[config.mk]
export PLATFORM = sky130hd
export DESIGN_NAME = match_scoreboard_flat
export DESIGN_NICKNAME = d
export VERILOG_FILES = /design/src/rtl/match_scoreboard_if.sv /design/src/rtl/match_scoreboard.sv /design/src/flat_wrapper.sv
export SDC_FILE = /design/constraint.sdc
export NUM_CORES = 1
export LEC_CHECK = 0
export CORE_MARGIN = 1
export CORE_UTILIZATION = 30
export CTS_BUF_LIST = sky130_fd_sc_hd__clkbuf_4 sky130_fd_sc_hd__clkbuf_8
export DETAILED_ROUTE_END_ITERATION = 10
export GPL_TIMING_DRIVEN = 0
export PLACE_DENSITY = 0.58
export SETUP_SLACK_MARGIN = 0.5
export SLEW_MARGIN = 20
export SYNTH_ARGS = -nofsm -noshare
export SYNTH_HDL_FRONTEND = slang
export SYNTH_SLANG_ARGS = --single-unit
[constraint.sdc]
create_clock -name i_clk -period 2.45 [get_ports i_clk]
set_input_delay 0.49 -clock i_clk [delete_from_list [all_inputs] [get_ports i_clk]]
set_output_delay 0.49 -clock i_clk [all_outputs]
set_load 0.02 [all_outputs]
[src/rtl/match_scoreboard_if.sv]
// rtl/match_scoreboard_if.sv - result/control inputs and score outputs of match_scoreboard
`timescale 1ns/1ps

interface match_scoreboard_if #(
  parameter int CNT_W = 4
);
  logic [1:0]       result;
  logic             next_match;
  logic [CNT_W-1:0] score_1;
  logic [CNT_W-1:0] score_2;
  logic [CNT_W-1:0] round_cnt;
  logic             round_event;
  logic             match_over;
  logic [1:0]       match_winner;

  modport master (
    output result, next_match,
    input  score_1, score_2, round_cnt, round_event, match_over, match_winner
  );

  modport slave (
    input  result, next_match,
    output score_1, score_2, round_cnt, round_event, match_over, match_winner
  );
endinterface

[src/rtl/match_scoreboard.sv]
// rtl/match_scoreboard.sv - best-of-N match score keeper fed by per-round result codes
// Optional feature macro: MATCH_TIE_REPLAY_EN (ties replayed, not counted as rounds)
`timescale 1ns/1ps

module match_scoreboard #(
  parameter int WIN_TARGET = 3,
  parameter int MAX_ROUNDS = 9,
  parameter int CNT_W      = 4
) (
  input  logic             i_clk,
  input  logic             i_rst_n,
  match_scoreboard_if.slave sb_if
);

  typedef enum logic [1:0] {
    ST_ARM  = 2'd0,
    ST_PLAY = 2'd1,
    ST_OVER = 2'd2
  } state_t;

  state_t           r_state;
  state_t           w_state_nxt;

  logic [1:0]       r_res_q;
  logic [1:0]       r_res_qq;
  logic [CNT_W-1:0] r_score_1;
  logic [CNT_W-1:0] r_score_2;
  logic [CNT_W-1:0] r_round_cnt;
  logic             r_round_event;
  logic [1:0]       r_winner;

  logic             w_new_evt;
  logic [CNT_W-1:0] w_s1_nxt;
  logic [CNT_W-1:0] w_s2_nxt;
  logic [CNT_W-1:0] w_rc_nxt;
  logic             w_win1;
  logic             w_win2;
  logic             w_rlim;
  logic             w_finish;
  logic [1:0]       w_winner_nxt;
  logic             w_accept;
  logic             w_match_over;

  // Held codes count once; a direct change between two nonzero codes is a new event.
  assign w_new_evt = (r_res_q != 2'b00) && (r_res_q != r_res_qq);

  always_ff @(posedge i_clk or negedge i_rst_n) begin
    if (!i_rst_n) begin
      r_res_q  <= 2'b00;
      r_res_qq <= 2'b00;
    end else begin
      r_res_q  <= sb_if.result;
      r_res_qq <= r_res_q;
    end
  end

  always_comb begin
    w_s1_nxt = r_score_1;
    w_s2_nxt = r_score_2;
    w_rc_nxt = r_round_cnt;
    case (r_res_q)
      2'b10: begin
        w_s1_nxt = r_score_1 + CNT_W'(1);
        w_rc_nxt = r_round_cnt + CNT_W'(1);
      end
      2'b01: begin
        w_s2_nxt = r_score_2 + CNT_W'(1);
        w_rc_nxt = r_round_cnt + CNT_W'(1);
      end
      2'b11: begin
`ifdef MATCH_TIE_REPLAY_EN
        w_rc_nxt = r_round_cnt;
`else
        w_rc_nxt = r_round_cnt + CNT_W'(1);
`endif
      end
      default: ;
    endcase
  end

  assign w_win1   = (w_s1_nxt == CNT_W'(WIN_TARGET));
  assign w_win2   = (w_s2_nxt == CNT_W'(WIN_TARGET));
  assign w_rlim   = (w_rc_nxt == CNT_W'(MAX_ROUNDS));
  assign w_finish = w_win1 || w_win2 || w_rlim;

  // Reaching the target beats the round limit when both land on the same round.
  always_comb begin
    w_winner_nxt = 2'b00;
    if (w_win1) begin
      w_winner_nxt = 2'b10;
    end else if (w_win2) begin
      w_winner_nxt = 2'b01;
    end else if (w_rlim) begin
      if (w_s1_nxt > w_s2_nxt) begin
        w_winner_nxt = 2'b10;
      end else if (w_s2_nxt > w_s1_nxt) begin
        w_winner_nxt = 2'b01;
      end else begin
        w_winner_nxt = 2'b11;
      end
    end
  end

  always_ff @(posedge i_clk or negedge i_rst_n) begin
    if (!i_rst_n) begin
      r_state <= ST_ARM;
    end else begin
      r_state <= w_state_nxt;
    end
  end

  always_comb begin
    w_state_nxt = r_state;
    if (sb_if.next_match) begin
      w_state_nxt = ST_ARM;
    end else begin
      case (r_state)
        ST_ARM:  if (r_res_q == 2'b00) w_state_nxt = ST_PLAY;
        ST_PLAY: if (w_new_evt && w_finish) w_state_nxt = ST_OVER;
        ST_OVER: w_state_nxt = ST_OVER;
        default: w_state_nxt = ST_ARM;
      endcase
    end
  end

  always_comb begin
    w_accept     = 1'b0;
    w_match_over = 1'b0;
    case (r_state)
      ST_PLAY: w_accept     = w_new_evt && !sb_if.next_match;
      ST_OVER: w_match_over = 1'b1;
      default: ;
    endcase
  end

  always_ff @(posedge i_clk or negedge i_rst_n) begin
    if (!i_rst_n) begin
      r_score_1     <= '0;
      r_score_2     <= '0;
      r_round_cnt   <= '0;
      r_round_event <= 1'b0;
      r_winner      <= 2'b00;
    end else if (sb_if.next_match) begin
      r_score_1     <= '0;
      r_score_2     <= '0;
      r_round_cnt   <= '0;
      r_round_event <= 1'b0;
      r_winner      <= 2'b00;
    end else if (w_accept) begin
      r_score_1     <= w_s1_nxt;
      r_score_2     <= w_s2_nxt;
      r_round_cnt   <= w_rc_nxt;
      r_round_event <= 1'b1;
      if (w_finish) begin
        r_winner <= w_winner_nxt;
      end
    end else begin
      r_round_event <= 1'b0;
    end
  end

  assign sb_if.score_1      = r_score_1;
  assign sb_if.score_2      = r_score_2;
  assign sb_if.round_cnt    = r_round_cnt;
  assign sb_if.round_event  = r_round_event;
  assign sb_if.match_over   = w_match_over;
  assign sb_if.match_winner = r_winner;

endmodule

[src/flat_wrapper.sv]
// flat-port wrapper written by rule: the top's interface ports become plain ports
module match_scoreboard_flat 
#(
  parameter int WIN_TARGET = 3,
  parameter int MAX_ROUNDS = 9,
  parameter int CNT_W      = 4
)
  (i_clk, i_rst_n, sb_if_result, sb_if_next_match, sb_if_score_1, sb_if_score_2, sb_if_round_cnt, sb_if_round_event, sb_if_match_over, sb_if_match_winner);
  match_scoreboard_if #(.CNT_W(CNT_W)) sb_if_i ();
  input  logic i_clk;
  input  logic i_rst_n;
  input wire logic [$bits(sb_if_i.result)-1:0] sb_if_result;
  input wire logic [$bits(sb_if_i.next_match)-1:0] sb_if_next_match;
  output wire logic [$bits(sb_if_i.score_1)-1:0] sb_if_score_1;
  output wire logic [$bits(sb_if_i.score_2)-1:0] sb_if_score_2;
  output wire logic [$bits(sb_if_i.round_cnt)-1:0] sb_if_round_cnt;
  output wire logic [$bits(sb_if_i.round_event)-1:0] sb_if_round_event;
  output wire logic [$bits(sb_if_i.match_over)-1:0] sb_if_match_over;
  output wire logic [$bits(sb_if_i.match_winner)-1:0] sb_if_match_winner;
  assign sb_if_i.result = sb_if_result;
  assign sb_if_i.next_match = sb_if_next_match;
  assign sb_if_score_1 = sb_if_i.score_1;
  assign sb_if_score_2 = sb_if_i.score_2;
  assign sb_if_round_cnt = sb_if_i.round_cnt;
  assign sb_if_round_event = sb_if_i.round_event;
  assign sb_if_match_over = sb_if_i.match_over;
  assign sb_if_match_winner = sb_if_i.match_winner;
  match_scoreboard #(.WIN_TARGET(WIN_TARGET), .MAX_ROUNDS(MAX_ROUNDS), .CNT_W(CNT_W)) u_core (.i_clk(i_clk), .i_rst_n(i_rst_n), .sb_if(sb_if_i));
endmodule
==> results of run 1 <==
## power groups by stage
stage	sequential [W]	clock (W)	combinational, W
6_report	0.000371	0.000250	0.000169
5_1_grt	0.000373	0.000267	0.000184
4_1_cts	0.000371	0.000256	0.000162
3_5_place_dp	0.000378	0	0.000144
3_3_place_gp	0.000378	0	0.000140
2_1_floorplan	0.000381	0	0.0000946
## what timing repair did
item,4_1_cts,5_1_grt
buffers inserted,10,3
endpoints found under the setup margin,5,13
hold buffers,0,0
pin swaps,9,4
resized for setup,9,9
## area by class of cell
type	instances	area, µm²
Clock buffer	3	41.3
Inverter	6	22.5
Timing Repair Buffer	32	285
Buffer	6	46.3
Sequential cell	21	531
Fill cell	413	2540
Clock inverter	1	7.51
Multi-Input combinational cell	106	847
Tap cell	52	65.1
## worst max path at each step
stage | from | to | slack (ns) | cells after the start
2_1_floorplan | u_core.r_res_q[1] | u_core.sb_if.match_winner[1] | 0.35 | 10
3_3_place_gp | u_core.r_res_q[0] | u_core.sb_if.match_winner[1] | 0.20 | 9
3_5_place_dp | u_core.r_res_q[0] | u_core.sb_if.match_winner[1] | 0.16 | 9
4_1_cts | u_core.r_res_q[1] | u_core.sb_if.match_winner[1] | 0.27 | 10
5_1_grt | u_core.r_res_q[1] | u_core.sb_if.match_winner[0] | 0.16 | 10
6_report | u_core.r_res_q[1] | u_core.sb_if.match_winner[1] | 0.27 | 10
## logic make-up (layout without fill, tap and decap cells)
| family | Yosys count | after routing |
|---|---|---|
| and+or+nand+nor | 49 | 49 |
| buffers and inverters | 12 | 48 |
| muxes | 2 | 2 |
| adders and majority gates | 9 | 9 |
| xor gates and xnor gates | 15 | 15 |
| AOI/OAI and AO/OA | 31 | 31 |
| DFF | 21 | 21 |
## Yosys cell counts (all sizes together), types with 5 or more instances
| cell type | count |
|---|---|
| xnor2 | 7 |
| nand2b | 7 |
| nor2 | 13 |
| a21oi | 6 |
| inv | 6 |
| ha | 9 |
| dfrtp | 21 |
| nand3b | 5 |
| o21ai | 7 |
| xor2 | 8 |
| buf | 5 |
| nand2 | 6 |
## through the flow
| stage | hold slack, ns | instance area, µm² | cells | power (W) |
|---|---|---|---|---|
| final | 0.168 | 1850 | 227 | 0.000789 |
| after CTS | 0.402 | 1790 | 224 | 0.000788 |
| after floorplan | 0.194 | 1390 | 139 | 0.000476 |
| after global placement | 0.378 | 1640 | 210 | 0.000518 |
| after global routing | 0.203 | 1850 | 227 | 0.000824 |
| after detailed placement | 0.381 | 1640 | 210 | 0.000523 |
## state kept, by name, summed over array words and instances, names as in the netlist
| signal | cells |
|---|---|
| u_core.r_res_q | 2 |
| u_core.r_res_qq | 2 |
| u_core.r_state | 2 |
| u_core.sb_if.match_winner | 2 |
| u_core.sb_if.round_cnt | 4 |
| u_core.sb_if.round_event | 1 |
| u_core.sb_if.score_1 | 4 |
| u_core.sb_if.score_2 | 4 |
## per-layer routing
layer  vias up  wire length [µm]  global-route usage
li1        562                 -                   -
met1       561              1490               0.174
met2        20              1560               0.243
met3         5                96              0.0203
met4         0                52              0.0533
met5         -                 0                   0
==> qor.csv, run 1 <==
stage;metric;value;unit
status;status;finished clean;
die;rows;24;
yosys;synth_nets;153;
cells_and_area;drive_gt1_frac;0.263;
setup_path;r2r_cells;10;
yosys;synthArstFlopShare;1.00;
setup_path;cp_top_family;simple AND/OR/NAND/NOR gates;
pwr;switching_share;0.302;
placed_design;io_buffers;19;
pwr;p_sw;0.000238;W
die;core-area;0.00438;mm²
yosys;postSynthCellCount;139;
die;start_util;0.313;
cells_and_area;area_growth;34.3;%
global_routing;grt_pass1_wl;5.40;mm
die;boundaryPins;21;
clocking;clk_path_buf_depth;2;
yosys;synth_top_cell_by_area;dfrtp_1;
setup_path;max_stage_delay;0.43;ns
sta;worst_pin_slew;0.491;ns
pwr;leakagePower;0.769;nW
yosys;synth_top_family_by_area;simple AND/OR/NAND/NOR gates;
sta;finalClockSkew;0.00299;ns
yosys;syn_area_per_cell;9.88;µm²
yosys;synth.mux.area_fraction;0.0146;
cells_and_area;diodes;0;
yosys;yosysWarningCount;0;
sta;timing.final.crit_share;0.888;
setup_path;rrSetupSlack;0.27;ns
setup_path;startpoint_type;flip-flop;
placed_design;gp_congestion;0.804;
setup_path;crit_type;reg -> reg;
global_routing;grt_overflow;0;
yosys;synth_top_cell_area_share;0.383;
yosys;synth_edf_count;0;
yosys;post_synth_xor_area_fraction;0.107;
clocking;htreeDepth;1;
sta;max_freq;459;MHz
yosys;synthDistinctLibCells;46;
global_routing;grt_max_degree;22;
routing;avgViaCountPerCell;5.06;
routing;drtIter0Drc;26;
sta;slew_headroom;0.673;
sta;final.setup.tns;0;ns
setup_path;r2r-end;u_core.sb_if.match_winner[1];
setup_path;r2r_start;u_core.r_res_q[1];
yosys;ys.flop_type;dfrtp_1;
clocking;clkSinkCount;21;
pwr;seq_power_share;0.470;
pwr;clock_power_share;0.317;
clocking;clk_latency;0.27;ns
worst_hold_path;hold_class;in -> async;
pwr;comb_power_share;0.214;
die;die_h;69.7;µm
run;cap_violations;0;
die;die_area;0.00485;mm²
setup_path;path_buf_inv;2;
global_routing;antenna_found_initial;0;
setup_path;required;2.64;ns
sta;finalCriticalPeriod;2.18;ns
cells_and_area;final_core_utilization;0.421;
pwr;power_density;428;mW/mm²
routing;routed_wl;3.20;mm
yosys;ys_top_cells_by_area;dfrtp_1 38%, ha_1 8.2%, xor2_1 4.5%;
setup_path;path_max_fanout;6;
placed_design;pre_cts_ws;0.158;ns
global_routing;grt.total_usage;0.140;
sta;finalSetupViolations;0;
yosys;synth-simple-area-share;0.209;
setup_path;critPathCaptureType;flip-flop;
placed_design;hpwlAfterDp;2.16;mm
sta;hold_viol_final;0;
yosys;synth_area;0.00137;mm²
clocking;root_buffer;clkbuf_8;
setup_path;critPathMostFrequentCell;buf_6;
cells_and_area;most-common-layout-cells;17 x dfrtp_1, 16 x clkdlybuf4s50_1, 12 x nor2_1;
routing;drtAntennaViolNets;0;
setup_path;arrival;2.37;ns
clocking;clk_pin_slew_worst_paths;0.09;ns
global_routing;grt_pass1_vias;1150;
pwr;peakVddDrop;204;µV
pwr;intPower;0.000551;W
clocking;cts_buffers;3;
cells_and_area;final_common_cell;dfrtp_1;
routing;vias;1148;
cells_and_area;final_nets;190;
routing;drt-pass1-iter-count;4;
sta;fin_ws;0.274;ns
setup_path;slowest_stage;or4_1;
setup_path;cp_cell_sequence;buf_6 -> nor2b_4 -> buf_6 -> nand4_1 -> xor2_1 -> ha_1 -> a21boi_2 -> o211ai_1 -> or4_1 -> o221ai_2;
yosys;ys_seq_area_frac;0.383;
sta;rsz0062_at_grt;yes;
yosys;synthAdderAreaFrac;0.0820;
clocking;cts_tree;yes;
routing;wl_per_cell;14.1;µm
yosys;ys_seq_elements;21;
die;fp.dieW;69.7;µm
routing;drcViolationCount;0;
yosys;synth_compound_area_frac;0.158;
sta;slew_violations;0;
Power figures use the tool's default switching activity.
==> inputs of run 2 (changes only) <==
--- a/config.mk
+++ b/config.mk
@@ -11,6 +11,7 @@
 export DETAILED_ROUTE_END_ITERATION = 10
 export GPL_TIMING_DRIVEN = 0
 export PLACE_DENSITY = 0.58
+export REMOVE_ABC_BUFFERS = 1
 export SETUP_SLACK_MARGIN = 0.5
 export SLEW_MARGIN = 20
 export SYNTH_ARGS = -nofsm -noshare
==> constraint.sdc (replaced) <==
create_clock -name i_clk -period 2.45 [get_ports i_clk]
set_input_delay 0.49 -clock i_clk [delete_from_list [all_inputs] [get_ports i_clk]]
set_output_delay 0.49 -clock i_clk [all_outputs]
set_load 0.05 [all_outputs]
==> run 2 against run 1 <==
Flip-flop and latch count is the same. Register-to-register slack lost 0.02 ns. First-iteration DRC count grew 100%. Combinational power grew 9%. Via count grew 1.0%. Largest cell class unchanged. Largest power group unchanged. Highest routed layer unchanged.
==> qor.csv, run 2 (synthesis gave the netlist of run 1 again) <==
stage;metric;value;unit;change
status;status;finished clean;;
placed_design;io_buffers;20;;+1
setup_path;path_max_fanout;7;;+1
routing;drtAntennaViolNets;0;;unchanged
setup_path;r2r_cells;11;;+1
cells_and_area;most-common-layout-cells;16 x buf_4, 16 x dfrtp_1, 12 x nor2_1, 12 x dlygate4sd2_1, 8 x ha_1;;
die;fp.dieW;69.7;µm;unchanged
pwr;power_density;431;mW/mm²;+0.66%
die;rows;24;;unchanged
sta;slew_headroom;0.493;;-0.180
cells_and_area;drive_gt1_frac;0.283;;+0.0204
sta;slew_violations;0;;unchanged
sta;finalClockSkew;0.00579;ns;+0.00280 ns
clocking;cts_buffers;3;;unchanged
sta;holdWs;0.173;ns;+0.00489 ns
setup_path;max_stage_delay;0.47;ns;+0.04 ns
routing;drtIter0Drc;53;;+100%
global_routing;grt_pass1_vias;1173;;+2.0%
global_routing;antenna_found_initial;0;;unchanged
sta;timing.final.crit_share;0.898;;+0.00932
cells_and_area;final_nets;188;;-1.1%
setup_path;crit_type;reg -> reg;;
die;die_area;0.00485;mm²;unchanged
global_routing;grt_overflow;0;;unchanged
clocking;clk_path_buf_depth;2;;unchanged
setup_path;rrSetupSlack;0.25;ns;-0.02 ns
setup_path;arrival;2.36;ns;about the same
clocking;clk_latency;0.27;ns;about the same
global_routing;grt.total_usage;0.142;;+0.00219
routing;avgViaCountPerCell;5.16;;+1.9%
sta;finalCriticalPeriod;2.20;ns;+0.0228 ns
pwr;p_total;0.000796;W;+0.80%
cells_and_area;diodes;0;;unchanged
pwr;peakVddDrop;259;µV;+27%
die;core-area;0.00438;mm²;unchanged
cells_and_area;area_growth;34.5;%;
routing;drt-pass1-iter-count;4;;unchanged
setup_path;required;2.62;ns;-0.02 ns
routing;routed_wl;3.16;mm;-1.1%
clocking;htreeDepth;1;;unchanged
setup_path;r2r_start;u_core.r_res_q[0];;
setup_path;startpoint_type;flip-flop;;
sta;rsz0062_at_grt;yes;;
die;die_h;69.7;µm;unchanged
placed_design;gp_congestion;0.913;;+14%
global_routing;grt_pass1_wl;5.46;mm;+1.3%
setup_path;cp_top_family;simple AND/OR/NAND/NOR gates;;
run;cap_violations;0;;unchanged
pwr;leakagePower;0.823;nW;+6.9%
sta;worst_pin_slew;0.759;ns;+0.268 ns
clocking;root_buffer;clkbuf_8;;
routing;wl_per_cell;14.1;µm;-0.18%
sta;finalSetupViolations;0;;unchanged
routing;vias;1160;;+1.0%
clocking;clkSinkCount;21;;unchanged
setup_path;path_buf_inv;3;;+1
routing;drcViolationCount;0;;unchanged
die;start_util;0.313;;unchanged
sta;max_freq;455;MHz;-1.0%
clocking;clk_pin_slew_worst_paths;0.09;ns;about the same
setup_path;critPathLaunch;u_core.r_res_q[0];;
worst_hold_path;hold_class;in -> async;;
sta;hold_viol_final;0;;unchanged
placed_design;hpwlAfterDp;1.99;mm;-8.1%
cells_and_area;finalNonFillerCells;225;;-0.88%
clocking;cts_tree;yes;;
setup_path;cp_cell_sequence;nor2b_4 -> buf_4 -> buf_4 -> xor2_1 -> ha_1 -> inv_1 -> a21oi_2 -> o211ai_1 -> o211ai_1 -> or4_1 -> o221ai_1;;
setup_path;r2r-end;u_core.sb_if.match_winner[1];;
placed_design;placedCellCount;205;;-2.4%
die;boundaryPins;21;;unchanged
global_routing;grt_max_degree;22;;unchanged
setup_path;slowest_stage;dfrtp_2;;
setup_path;critPathCaptureType;flip-flop;;
run 2: cell count changes in the layout (fill, tap and decap cells not counted), sizes merged:
cell	delta
buf	-2
clkdlybuf4s50	-11
dlygate4sd2	+11
clkinvlp	-1
clkinv	+1
run 2: through the flow:
step	cell area (µm²)	worst slack [ns]	setup TNS, ns	util
final	1850	0.251	0	0.422
after global routing	1850	0.0883	0	0.422
after CTS	1780	0.266	0	0.407
after detailed placement	1600	-0.0721	-0.136	0.364
after global placement	1600	-0.0540	-0.146	0.364
after floorplan	1330	0.133	0	-
run 2: area by class of cell:
type / instances / area [µm²]
Clock buffer: 3 / 41.3
Clock inverter: 1 / 5.00
Fill cell: 433 / 2540
Inverter: 6 / 22.5
Multi-Input combinational cell: 106 / 885
Sequential cell: 21 / 532
Tap cell: 52 / 65.1
Timing Repair Buffer: 36 / 298
run 2: worst max path at each step:
stage / endpoint / slack (ns) / cells after the start
after floorplan: u_core.sb_if.match_winner[0] / 0.13 / 8
after global placement: u_core.sb_if.match_winner[1] / -0.05 / 8
after detailed placement: u_core.sb_if.match_winner[1] / -0.07 / 8
after CTS: u_core.sb_if.match_winner[1] / 0.27 / 8
after global routing: u_core.sb_if.match_winner[1] / 0.09 / 11
final: u_core.sb_if.match_winner[1] / 0.25 / 11
run 2: repair_timing:
item / 4_1_cts / 5_1_grt
setup endpoints to repair: 25 / 9
pin swaps: 9 / 4
resized for setup: 32 / 8
hold buffers: 0 / 0
buffers inserted: 10 / 6
run 2: where the power goes:
part           total (W)  switching [W]  internal (W)
Combinational   0.000185       0.000109     0.0000758
Clock           0.000239       0.000126      0.000114
Sequential      0.000372      0.0000134      0.000358
Total           0.000796       0.000248      0.000548
run 2: metal layers:
layer,wire (µm),vias up,GRT usage,part of all wire
met3,108,4,0.0218,0.034
met2,1570,26,0.230,0.50
met1,1450,576,0.192,0.46
met4,36,0,0.0511,0.011
met5,0,-,0,0
li1,-,554,-,-
